### src/rtl/mem_port_arbiter.sv
// -----------------------------------------------------------------------------
// mem_port_arbiter
//
// Lets several memory-request masters share one single-ported sram. One request
// is granted per cycle (round-robin or fixed priority) and forwarded
// combinationally to the memory. Every accepted request is tracked through a
// MemLatency-deep pipeline of {valid, port index} so the response valid returns
// to the port that issued it. Writes are acknowledged the same way.
//
// Ports:
//   clk_i, rst_ni        clock, asynchronous active-low reset
//   req_i, we_i          per-port request / write enable
//   addr_i, be_i,        per-port address, byte enable, write data
//   wdata_i
//   gnt_o                one-hot grant, same cycle as the accepted request
//   rvalid_o             one-hot response valid, MemLatency cycles after grant
//   rdata_o              shared read data, mem_rdata_i while rvalid_o != 0
//   mem_req_o .. mem_wdata_o  request forwarded to the memory (0 when idle)
//   mem_rdata_i          memory read data, MemLatency cycles after mem_req_o
// -----------------------------------------------------------------------------
module mem_port_arbiter #(
  parameter int unsigned NrPorts    = 2,
  parameter int unsigned AddrWidth  = 64,
  parameter int unsigned DataWidth  = 64,
  parameter int unsigned MemLatency = 1,
  parameter bit          FixedPrio  = 1'b0
) (
  input  logic                                  clk_i,
  input  logic                                  rst_ni,
  input  logic [NrPorts-1:0]                    req_i,
  input  logic [NrPorts-1:0]                    we_i,
  input  logic [NrPorts-1:0][AddrWidth-1:0]     addr_i,
  input  logic [NrPorts-1:0][DataWidth/8-1:0]   be_i,
  input  logic [NrPorts-1:0][DataWidth-1:0]     wdata_i,
  output logic [NrPorts-1:0]                    gnt_o,
  output logic [NrPorts-1:0]                    rvalid_o,
  output logic [DataWidth-1:0]                  rdata_o,
  output logic                                  mem_req_o,
  output logic                                  mem_we_o,
  output logic [AddrWidth-1:0]                  mem_addr_o,
  output logic [DataWidth/8-1:0]                mem_be_o,
  output logic [DataWidth-1:0]                  mem_wdata_o,
  input  logic [DataWidth-1:0]                  mem_rdata_i
);

  localparam int unsigned IdxWidth = (NrPorts > 1) ? $clog2(NrPorts) : 1;

  typedef logic [IdxWidth-1:0] idx_t;

  idx_t ptr_q;
  idx_t winner;
  idx_t cand;
  logic found;

  // Response pipeline: one {valid, port index} per memory latency cycle.
  logic [MemLatency-1:0]               valid_q;
  logic [MemLatency-1:0][IdxWidth-1:0] idx_q;

  // Winner search: walk the ports starting at the priority pointer (or at 0 in
  // fixed-priority mode) and take the first requester.
  always_comb begin
    // NOTE: every variable gets a default before any branch, so no path can
    // leave it unassigned and infer a latch.
    found  = 1'b0;
    winner = '0;
    cand   = '0;
    for (int unsigned i = 0; i < NrPorts; i++) begin
      if (FixedPrio) cand = idx_t'(i);
      else           cand = idx_t'((32'(ptr_q) + i) % NrPorts);
      if (!found && req_i[cand]) begin
        found  = 1'b1;
        winner = cand;
      end
    end
  end

  assign mem_req_o = |req_i;

  always_comb begin
    gnt_o       = '0;
    mem_we_o    = 1'b0;
    mem_addr_o  = '0;
    mem_be_o    = '0;
    mem_wdata_o = '0;
    if (found) begin
      gnt_o[winner] = 1'b1;
      mem_we_o      = we_i[winner];
      mem_addr_o    = addr_i[winner];
      mem_be_o      = be_i[winner];
      mem_wdata_o   = wdata_i[winner];
    end
  end

  // Pointer moves just past the last winner; fixed priority keeps it at 0.
  always_ff @(posedge clk_i or negedge rst_ni) begin
    // NOTE: sequential state uses non-blocking assignments so every register
    // samples its inputs from the same pre-edge values.
    if (!rst_ni) begin
      ptr_q <= '0;
    end else if (!FixedPrio && found) begin
      ptr_q <= (winner == idx_t'(NrPorts - 1)) ? '0 : idx_t'(winner + 1'b1);
    end
  end

  always_ff @(posedge clk_i or negedge rst_ni) begin
    if (!rst_ni) begin
      // NOTE: only the valids must be cleared to drop in-flight responses; the
      // index stages are cleared too so the rvalid decode never sees X.
      valid_q <= '0;
      idx_q   <= '0;
    end else begin
      valid_q[0] <= mem_req_o;
      idx_q[0]   <= winner;
      for (int unsigned i = 1; i < MemLatency; i++) begin
        valid_q[i] <= valid_q[i-1];
        idx_q[i]   <= idx_q[i-1];
      end
    end
  end

  // The last stage is decoded straight from flops, so reset clears rvalid_o
  // asynchronously.
  always_comb begin
    rvalid_o = '0;
    if (valid_q[MemLatency-1]) rvalid_o[idx_q[MemLatency-1]] = 1'b1;
  end

  assign rdata_o = (|rvalid_o) ? mem_rdata_i : '0;

endmodule
### config.mk
export PLATFORM = sky130hd
export DESIGN_NAME = mem_port_arbiter
export DESIGN_NICKNAME = d
export VERILOG_FILES = /design/src/rtl/mem_port_arbiter.sv
export SDC_FILE = /design/constraint.sdc
export NUM_CORES = 1
export LEC_CHECK = 0
export ABC_CLOCK_PERIOD_IN_PS = 2200
export BUFFER_PORTS_ARGS = -buffer_cell sky130_fd_sc_hd__buf_2
export CAP_MARGIN = 5
export CORE_AREA = 2 2 212 214
export CTS_BUF_LIST = sky130_fd_sc_hd__clkbuf_16
export CTS_CLUSTER_DIAMETER = 80
export DETAILED_ROUTE_END_ITERATION = 7
export DIE_AREA = 0 0 214 216
export PLACE_DENSITY = 0.37
export SLEW_MARGIN = 0
export SYNTH_ARGS = -nofsm -noshare
export SYNTH_HDL_FRONTEND = slang
export SYNTH_SLANG_ARGS = --single-unit
### constraint.sdc
create_clock -name clk_i -period 2.2 [get_ports clk_i]
set_clock_uncertainty 0.2 [all_clocks]
set_input_delay 0.44 -clock clk_i [delete_from_list [all_inputs] [get_ports clk_i]]
set_output_delay 0.44 -clock clk_i [all_outputs]
set_load 0.02 [all_outputs]
# [Yosys cells after proc, flatten, opt, wreduce, memory -nomap -nowiden]
# Cells that the tools add are included.
[totals] reg_bits=3 input_bits=342 out_inout_bits=206 word_cells=45
[classes] addsub=2 order_cmp=6 n_mux=28 reduce_logical=6
[ops] cell="$mux W64" n=7
[ops] cell="$mux W8" n=3
[ops] cell="$mux W1" n=14
[ops] cell="$lt A1 B2 Y1 const B" n=4
[ops] cell="$mux W2" n=2
[ops] cell="$reduce_or A2 Y1" n=2
[ops] cell="$logic_and A1 B1 Y1" n=3
[ops] cell="$add A1 B1 Y1 const B" n=2
[ops] cell="$demux W1 S1" n=2
[ops] cell="$ge A1 B1 Y1 const B" n=2
[ops] cell="$logic_not A1 Y1" n=1

# [Depth between registers and ports, before layout]
# Gate-level depths: netlist of run 1.
[logic_depth] depth_word=11 depth_mapped=5 mapped_depth_nobuf=2

# [Worst setup path before layout of run 1]
# No wires, ideal clock.
[synth_path] kind="input-to-output" start="input port req_i[1]" end="output port mem_addr_o[40]" arrival_time_ns=1.310 required_time_ns=1.560 path_slack_ns=0.250 stages=4 path_buffers=3 path_cell_list="buf_4 > buf_2 > clkbuf_1 > a32o_1"
[synth_between] elab_chain_cells=9 elab_cells_between_ends=13 cone_classes="mux: 11; reduce/logical: 2"
[synth_rtl] item="start: declaration" line="30" text="input logic [NrPorts-1:0] req_i,"
[synth_rtl] item="$mux W1 (not written as such) (2 in series)" line="70" text="if (!found && req_i[cand]) begin"
[synth_rtl] item="$mux W1" line="70"
[synth_rtl] item="$logic_not A1 Y1" line="70"
[synth_rtl] item="$logic_and A1 B1 Y1" line="70"
[synth_rtl] item="$mux W1" line="70"
[synth_rtl] item="$mux W64 (not written as such) (2 in series)" line="88" text="mem_addr_o = addr_i[winner];"
[synth_rtl] item="$mux W64 *" line="85" text="if (found) begin"
[synth_rtl] item="end: declaration" line="40" text="output logic [AddrWidth-1:0] mem_addr_o,"
# Mark *: on every way between the ends. The rest lies on a longest branch, timed or not. The select of a mux whose other input is x is not followed.

# [Final worst setup path of run 1]
[layout_path] start="register ptr_q" end="output port mem_addr_o[62]"
[layout_between] elab_chain_cells=9 elab_cells_between_ends=14 cone_classes="add/sub: 1; mux: 11; reduce/logical: 2"
[layout_rtl] item="start: declaration" line="50" text="idx_t ptr_q;"
[layout_rtl] item="start signal: assignment" line="101" text="ptr_q <= (winner == idx_t'(NrPorts - 1)) ? '0 : idx_t'(winner + 1'b1);"
[layout_rtl] item="$mux W1 (not written as such) (2 in series)" line="70"
[layout_rtl] item="$mux W1" line="70"
[layout_rtl] item="$logic_not A1 Y1" line="70"
[layout_rtl] item="$logic_and A1 B1 Y1" line="70"
[layout_rtl] item="$mux W1" line="70"
[layout_rtl] item="$mux W64 (not written as such) (2 in series)" line="88"
[layout_rtl] item="$mux W64 *" line="85"
# Marked as above.

==> flow_summary.ini, run 1 <==
[drt]
drc = 0
ant_nets_after_route = 0
vias = 4879
post_drt_via_cell_ratio = 3.45
drt_pre_antenna_iters = 4
detailedRoute.firstIterationViolations = 211
routedWlPerCell_um = 13.7
drt_wl_total_um = 19400

[synth]
ranking_of_synthesized_cells_by_area = a32o_1 60%, and2_1 18%, buf_6 6.9%
part_of_the_yosys_area_used_for_sequential_elements_pct = 3.30
synth.yosys.warnings = 0
synth.avg_cell_area_um2 = 8.54
synth.largest_area_cell = a32o_1
synth_cell_types = 13
portion_of_synthesized_cell_area_occupied_by_the_leading_cell_type_pct = 60.4
synthesis.instances = 266
syn_nets = 608
yosysMostFrequentCell = a32o_1
postSynth.asyncResetShare_pct = 100
synth_common_cells = 137 x a32o_1, 67 x and2_1, 18 x clkbuf_1
netlist_area_mm2 = 0.00227
synth-edff-count = 0
synth_ff_type = dfrtp_1
synth_seq_cells = 3

[timing]
hold_viol_final = 0
tightestPinTransition_ns = 0.364
timing.hold.ws_ns = 0.308
timing.final.setup_violations = 117
finalCriticalPeriod_ns = 2.26
slew_headroom_pct = 75.7
min_period_over_period_pct = 103
final_max_slew_viol_count = 0
rsz0062_at_grt = yes
max_freq_mhz = 443
layout_setup_ws_ns = -0.0551

[min_path]
timing.hold.worst.class = input port to flop

[placement]
port_buffers = 547
place_ws_ns = -0.0384
dp_hpwl_um = 15300
globalplace.congestion = 0.934

[floorplan]
num_rows = 77
design.die.area_mm2 = 0.0462
core_region_area_mm2 = 0.0438
top_level_ports = 548
initial_utilization_pct = 5.18
die_height_um = 216
die-width_um = 214

[job]
cap_violations = 0

[cts]
clockBufferDepth = 2
clock_insertion_delay_worst_skew_ns = 0.23
clock-root-buffer = clkbuf_16
cts_htree_levels = 1
tritoncts = built
clock_sinks = 3
number_of_cts_inserted_buffers = 3
clk_transition_reported_paths_ns = 0.03

[critical_path]
critPathMaxFanout = 13
arrival_ns = 1.62
worst_setup_path_start_kind = flop
critPathCaptureType = primary output
critPathKind = flop to primary output
timing.critical_path.required_ns = 1.56

[power_and_ir_drop]
leakagePower_uw = 0.00338
power.ir.vdd_worst_mv = 0.165
power_density_mw_per_mm2 = 368

[cells_and_area]
post_route_cells_drive_above_1_share_pct = 76.0
area_overhead_of_the_layout_relative_to_synthesis_pct = 189
multi_input_area_mm2 = 0.00186
seqCellArea_um2 = 75.1
fin_nets = 1163
layout.filler_cells = 4978

[run_status]
run_status = finished with violations
failing_checks = setup timing

[global_routing]
initial_antenna_violation_count = 1
grt_pass1_vias = 4771
largest_net_degree_at_the_start_of_global_routing = 71
grt_pass1_wl_um = 25500
track_usage_pct = 6.90
overflow = 0
-- repair_timing --
| item | CTS | global route |
|---|---|---|
| gates cloned | 2 | 6 |
| pin swaps | 1 | 1 |
| gates resized for setup | 43 | 82 |
| hold buffers | 1 | 0 |
| setup buffers | 2 | 2 |
| endpoints found under the hold margin | 3 | 0 |
| endpoints found under the setup margin | 119 | 129 |
-- where the power goes --
part           internal, µW  leakage, µW  switching (µW)  total (µW)
clock                   235    0.0000423            57.0         292
combinational          1010      0.00330            1050        2060
sequential             60.7    0.0000338            7.61        68.4
-- cell families (layout without fill, tap and decap cells) --
family | after synthesis | count (layout) | synth area share (%)
AOI/OAI and AO/OA | 139 | 139 | 61.1
DFF | 3 | 3 | 3.30
buffers and inverters | 53 | 607 | 15.9
and+or+nand+nor | 71 | 71 | 19.8
other | 0 | 2 | 0
-- placed cells by master (no fill, tap or decap) --
| cell type | netlist | layout |
|---|---|---|
| a21boi_4 | 0 | 1 |
| a21oi_1 | 1 | 1 |
| a32o_1 | 137 | 122 |
| a32o_2 | 0 | 15 |
| and2_1 | 67 | 67 |
| buf_12 | 0 | 12 |
| buf_16 | 0 | 1 |
| buf_2 | 9 | 472 |
| buf_4 | 12 | 75 |
| buf_6 | 14 | 34 |
| bufbuf_16 | 0 | 2 |
| clkbuf_16 | 0 | 9 |
| dfrtp_1 | 3 | 3 |
| diode_2 | 0 | 2 |
| dlygate4sd3_1 | 0 | 1 |
| inv_1 | 0 | 1 |
| nand2b_4 | 1 | 1 |
| nor2_1 | 1 | 1 |
| nor2b_1 | 1 | 1 |
| or2_2 | 1 | 1 |
-- state kept, by name, indices dropped and copies added (netlist names) --
register	flops
idx_q	1
ptr_q	1
valid_q	1
-- through the flow --
step                      instances  total power (µW)  area, µm²  utilization, %  TNS (ns)
after global routing           1413              2550       6560            15.0     -9.97
after detailed placement       1395              1870       5870            13.4    -0.747
after global placement         1395              1880       5870            13.4    -0.521
after CTS                      1404              2270       6170            14.1     -3.92
final                          1414              2420       6560            15.0     -3.64
after floorplan                 266              1080       2270               -         0
-- cell type report --
class,count,area share [%]
repair buffers,603,57.9
multi-input cells,210,28.4
well taps,592,11.3
diodes,2,0.0762
clock buffers,3,1.14
flip-flops and latches,3,1.14
clock inverters,1,0.0572
-- metal layers --
| layer | wire (µm) | track usage, % | up-vias |
|---|---|---|---|
| met1 | 6800 | 6.86 | 2222 |
| met3 | 1430 | 1.10 | 33 |
| li1 | - | - | 2280 |
| met2 | 10400 | 13.8 | 344 |
| met5 | 0 | 0 | - |
| met4 | 814 | 3.29 | 0 |
-- critical path, cell delays in order, from the launching register on --
cell	delay (ns)
dfrtp_1	0.42
nand2b_4	0.20
buf_12	0.16
clkbuf_16	0.18
a32o_1	0.25
buf_2	0.16
-- final timing paths --
path / start / to / slack [ns] / cells after the start
min: req_i[0] / valid_q / 0.31 / 2
min reg2reg: ptr_q / ptr_q / 0.45 / 2
max in group asynchronous: rst_ni / idx_q / 1.31 / 2
max: ptr_q / mem_addr_o[62] / -0.06 / 5
min in group asynchronous: rst_ni / ptr_q / 0.36 / 2
max reg2reg: ptr_q / idx_q / 0.80 / 4
(Power assumes the default switching activity.)
==> run 2: changes to the inputs <==
--- a/config.mk
+++ b/config.mk
@@ -14,6 +14,7 @@
 export DETAILED_ROUTE_END_ITERATION = 7
 export DIE_AREA = 0 0 214 216
 export PLACE_DENSITY = 0.37
+export SETUP_SLACK_MARGIN = 0.05
 export SLEW_MARGIN = 0
 export SYNTH_ARGS = -nofsm -noshare
 export SYNTH_HDL_FRONTEND = slang
==> run 2 against run 1 <==
The flow still finishes with violations (setup timing). Setup slack worse by 0.0068 ns. Clock power is essentially flat. First-iteration DRC count grew 21%. Cell area up 4.5%. Largest cell class unchanged.
==> flow_summary.ini, run 2 (synthesis results as in run 1) <==
[cts]
tritoncts = built
clk_transition_reported_paths_ns = 0.03
clock_insertion_delay_worst_skew_ns = 0.23
number_of_cts_inserted_buffers = 3
cts_htree_levels = 1
clock_sinks = 3
clockBufferDepth = 2
clock-root-buffer = clkbuf_16

[global_routing]
grt_pass1_vias = 4812
overflow = 0
track_usage_pct = 6.93
initial_antenna_violation_count = 1
grt_pass1_wl_um = 25600
largest_net_degree_at_the_start_of_global_routing = 71

[min_path]
timing.hold.worst.class = input port to flop
worstHoldEndpoint = valid_q
source_of_the_worst_hold_timing_path = req_i[0]
worstHoldPathCells = 2

[drt]
ant_nets_after_route = 0
routedWlPerCell_um = 14.2
met1_length_um = 7060
detailedRoute.firstIterationViolations = 255
met2WireLength_um = 10700
dr_wl_met3_um = 1560
drt_pre_antenna_iters = 4
drt_wl_total_um = 20200
top_metal_used = met4
post_drt_via_cell_ratio = 3.47
drc = 0
vias = 4928

[timing]
max_freq_mhz = 442
rsz0062_at_grt = yes
timing.final.setup_violations = 116
hold_viol_final = 0
slew_headroom_pct = 77.7
layout_setup_ws_ns = -0.0619
final_max_slew_viol_count = 0
totalNegativeSetupSlack_ns = -3.70
min_period_over_period_pct = 103
finalCriticalPeriod_ns = 2.26
tightestPinTransition_ns = 0.335

[placement]
place_ws_ns = -0.0384
dp_hpwl_um = 15300
globalplace.congestion = 0.934
port_buffers = 547

[floorplan]
die-width_um = 214
core_region_area_mm2 = 0.0438
die_height_um = 216
num_rows = 77
initial_utilization_pct = 5.18
top_level_ports = 548
design.die.area_mm2 = 0.0462

[critical_path]
r2r_slack_ns = 0.79
crit_path_from = ptr_q
timing.critical_path.required_ns = 1.56
r2r_depth = 4
critical_path.max_stage_delay_ns = 0.42
worst_setup_path_start_kind = flop
critPathKind = flop to primary output
arrival_ns = 1.62
path_cells = nand2b_4, buf_12, clkbuf_16, a32o_2, buf_6
r2r_path_end = idx_q
critPathCaptureType = primary output
critPathMaxFanout = 13
crit_slowest_cell = dfrtp_1
worstReg2RegStart = ptr_q

[power_and_ir_drop]
power_density_mw_per_mm2 = 371
p_switching_uw = 1140
combPwrFrac_pct = 85.8
switching_share_pct = 44.9
cell_internal_pwr_uw = 1400
power.ir.vdd_worst_mv = 0.165
share_clk_of_total_power_pct = 11.5
leakagePower_uw = 0.00354
power_frac_seq_pct = 2.7

[job]
cap_violations = 0

[cells_and_area]
fin_nets = 1169
largest_registers_in_the_final_layout = idx_q (1), ptr_q (1), valid_q (1)
area_overhead_of_the_layout_relative_to_synthesis_pct = 202
layout_commonest_cell = buf_2
post_route_cells_drive_above_1_share_pct = 77.8
layout.cells.most_common_list = 451 x buf_2, 109 x a32o_1, 68 x buf_4

[run_status]
run_status = finished with violations
failing_checks = setup timing
run 2: changes by cell type in the layout (fill, tap and decap cells not counted), sizes merged:
cell,previous run,this run
buf,594,598
clkbuf,9,11
run 2: worst max-delay path by stage:
stage                     depth (start not counted)         endpoint
after floorplan                                   4   mem_addr_o[40]
after global placement                            6  mem_wdata_o[12]
after detailed placement                          6   mem_wdata_o[7]
after CTS                                         5  mem_wdata_o[28]
after global routing                              5  mem_wdata_o[17]
final                                             5   mem_wdata_o[5]
run 2: worst max-delay path: cells and delay by family, from the launching register on:
kind	cells	cell delay, ns
simple gates	1	0.20
buf+inv	3	0.47
flops	1	0.42
compound gates	1	0.27
run 2: final cells by class:
type,instances,area [µm²]
antenna,2,5.00
clock buffer,3,75.1
clock inverter,1,3.75
fill,4944,37000
multi-input combinational,210,1880
sequential,3,76.3
tap,592,741
timing repair buffer,609,4080
run 2: through the flow:
stage	util, %	power, µW	std cells	hold WS, ns	instance area (µm²)
2_1_floorplan	-	1080	266	-0.0556	2270
3_3_place_gp	13.4	1880	1395	0.0661	5870
3_5_place_dp	13.4	1870	1395	0.0685	5870
4_1_cts	14.3	2300	1404	0.273	6260
5_1_grt	15.6	2690	1419	0.290	6860
6_report	15.7	2540	1420	0.272	6860
run 2: per-layer routing:
layer  vias up  global-route usage, %
met2       359                   13.8
met5         -                      0
li1       2292                      -
met4         0                   3.50
met3        27                   1.09
met1      2250                   6.89
run 2: what timing repair did:
action / 4_1_cts / 5_1_grt
endpoints found under the setup margin: 127 / 138
gates cloned: 2 / 10
buffers inserted: 2 / 4
pin swaps: 4 / 7
hold endpoints to repair: 3 / 0
hold buffers: 1 / 0
gates resized for setup: 74 / 122
run 2: power groups by stage:
| stage | registers [µW] | clock network (µW) | logic [µW] |
|---|---|---|---|
| 2_1_floorplan | 65.1 | 0 | 1010 |
| 3_3_place_gp | 69.3 | 0 | 1810 |
| 3_5_place_dp | 69.4 | 0 | 1800 |
| 4_1_cts | 68.4 | 300 | 1940 |
| 5_1_grt | 69.8 | 306 | 2310 |
| 6_report | 68.6 | 292 | 2180 |
==> run 3: changes to the inputs <==
--- a/config.mk
+++ b/config.mk
@@ -8,12 +8,14 @@
 export ABC_CLOCK_PERIOD_IN_PS = 2200
 export BUFFER_PORTS_ARGS = -buffer_cell sky130_fd_sc_hd__buf_2
 export CAP_MARGIN = 5
+export CELL_PAD_IN_SITES_DETAIL_PLACEMENT = 1
+export CELL_PAD_IN_SITES_GLOBAL_PLACEMENT = 1
 export CORE_AREA = 2 2 212 214
 export CTS_BUF_LIST = sky130_fd_sc_hd__clkbuf_16
 export CTS_CLUSTER_DIAMETER = 80
 export DETAILED_ROUTE_END_ITERATION = 7
 export DIE_AREA = 0 0 214 216
-export PLACE_DENSITY = 0.37
+export PLACE_DENSITY = 0.51
 export SETUP_SLACK_MARGIN = 0.05
 export SLEW_MARGIN = 0
 export SYNTH_ARGS = -nofsm -noshare
==> run 3 against run 2 <==
The flow still finishes with violations (setup timing). Critical path depth unchanged. Via count grew 3.2%. Non-clock buffer count fell by 11. Clock power shrank 3%. Routed wire length increased by 23%. Power fell by 0.98%. Die area is the same. First-iteration DRC count down 21%. Setup slack gained 0.0069 ns. Worst hold slack better by 0.053 ns. Combinational power about the same. Cell area decreased by 1.7%. Critical endpoint is now mem_addr_o[1]. Largest cell class unchanged.
==> flow_summary.ini, run 3 (synthesis results as in run 1) <==
[run_status]
run_status = finished with violations
failing_checks = setup timing

[cts]
clk_transition_reported_paths_ns = 0.03
clock-root-buffer = clkbuf_16
cts_htree_levels = 1
number_of_cts_inserted_buffers = 3
clockBufferDepth = 2
clock_insertion_delay_worst_skew_ns = 0.22
tritoncts = built
clock_sinks = 3

[placement]
port_buffers = 547
dp_hpwl_um = 19700
globalplace.congestion = 0.906
dpl-instance-area_mm2 = 0.00579
place_ws_ns = -0.00475

[timing]
finalCriticalPeriod_ns = 2.25
hold_viol_final = 0
slew_headroom_pct = 75.5
rsz0062_at_grt = yes
totalNegativeSetupSlack_ns = -3.13
final_max_slew_viol_count = 0
max_freq_mhz = 443
layout_setup_ws_ns = -0.0550
tightestPinTransition_ns = 0.368
min_period_over_period_pct = 102
timing.final.setup_violations = 116

[cells_and_area]
largest_registers_in_the_final_layout = idx_q (1), ptr_q (1), valid_q (1)
fin_nets = 1158
layout.cells.most_common_list = 458 x buf_2, 88 x a32o_1, 67 x and2_1
final_design_area_no_fill_mm2 = 0.00675
layout_commonest_cell = buf_2
postLayoutCoreUtil_pct = 15.4
area_overhead_of_the_layout_relative_to_synthesis_pct = 197
post_route_cells_drive_above_1_share_pct = 80.1

[power_and_ir_drop]
power_density_mw_per_mm2 = 373
power.ir.vdd_worst_mv = 0.256
leakagePower_uw = 0.00355

[floorplan]
die_height_um = 216
core_region_area_mm2 = 0.0438
top_level_ports = 548
die-width_um = 214
design.die.area_mm2 = 0.0462
initial_utilization_pct = 5.18
num_rows = 77

[global_routing]
track_usage_pct = 8.94
largest_net_degree_at_the_start_of_global_routing = 68
grt_pass1_wl_um = 32100
overflow = 0
grt_pass1_vias = 5104
initial_antenna_violation_count = 7

[critical_path]
arrival_ns = 1.61
critical_path.max_stage_delay_ns = 0.43
path_cells = nand2b_4, buf_12, buf_16, a32o_2, buf_2
timing.critical_path.required_ns = 1.56
crit_slowest_cell = dfrtp_2
critPathKind = flop to primary output
crit_family = buffers and inverters
critPathMaxFanout = 18
worst_setup_path_start_kind = flop
critPathCaptureType = primary output
worstPathBufferInverterCount = 3

[drt]
post_drt_via_cell_ratio = 3.60
ant_nets_after_route = 0
routedWlPerCell_um = 17.5
vias = 5086
detailedRoute.firstIterationViolations = 201
drc = 0
drt_wl_total_um = 24800
drt_pre_antenna_iters = 5

[job]
cap_violations = 0

[min_path]
timing.hold.worst.class = flop to flop
==> run 3: cell types whose count changed in the layout (fill, tap and decap cells not counted), sizes merged <==
| cell | change |
|---|---|
| diode | +3 |
| bufbuf | -2 |
| clkbuf | -1 |
| buf | -8 |
==> run 3: metal layers <==
metal  part of all wire, %  vias to the layer above  GRT usage [%]
li1                      -                     2270              -
met1                    36                     2397           9.57
met2                    52                      383           17.3
met3                   7.6                       36           1.80
met4                   4.3                        0           2.96
met5                     0                        -              0
==> run 3: stage by stage <==
step	hold WS (ns)	power, µW	std cells
final	0.325	2520	1412
after global routing	0.357	2650	1410
after CTS	0.332	2280	1391
after detailed placement	0.0397	1870	1385
after global placement	0.0391	1870	1385
after floorplan	-0.0556	1080	266
==> run 3: report_power, final <==
group	switching, µW	internal [µW]
Clock	48.5	234
Sequential	7.07	61.4
Combinational	1110	1060
Total	1160	1350
==> run 3: worst paths after layout <==
check | startpoint | to | slack, ns | cells after the start
setup / recovery | ptr_q | mem_addr_o[1] | -0.05 | 5
hold / removal | ptr_q | ptr_q | 0.32 | 1
setup reg to reg | ptr_q | idx_q | 0.77 | 4
hold reg to reg | ptr_q | ptr_q | 0.32 | 1
max in group asynchronous | rst_ni | ptr_q | 1.33 | 2
min in group asynchronous | rst_ni | idx_q | 0.36 | 2
==> run 3: worst reg2reg max path, stage by stage, from the launching register on <==
cell and delay, ns:
dfrtp_2 0.43, nand2b_4 0.19, buf_4 0.16, clkbuf_16 0.16, and2_1 0.17
==> run 3: timing repair <==
item | 4_1_cts | 5_1_grt
gates resized for setup | 85 | 131
cloned | 0 | 11
endpoints found under the hold margin | 3 | 0
buffers inserted | 1 | 5
endpoints found under the setup margin | 138 | 137
hold buffers | 1 | 0
pin swaps | 14 | 28
==> run 3: cell type report <==
type	instances	area (µm²)
tap	592	741
clock buffer	3	75.1
timing repair buffer	598	3930
antenna	5	12.5
fill	5369	37100
sequential	3	76.3
multi-input combinational	210	1910
clock inverter	1	3.75
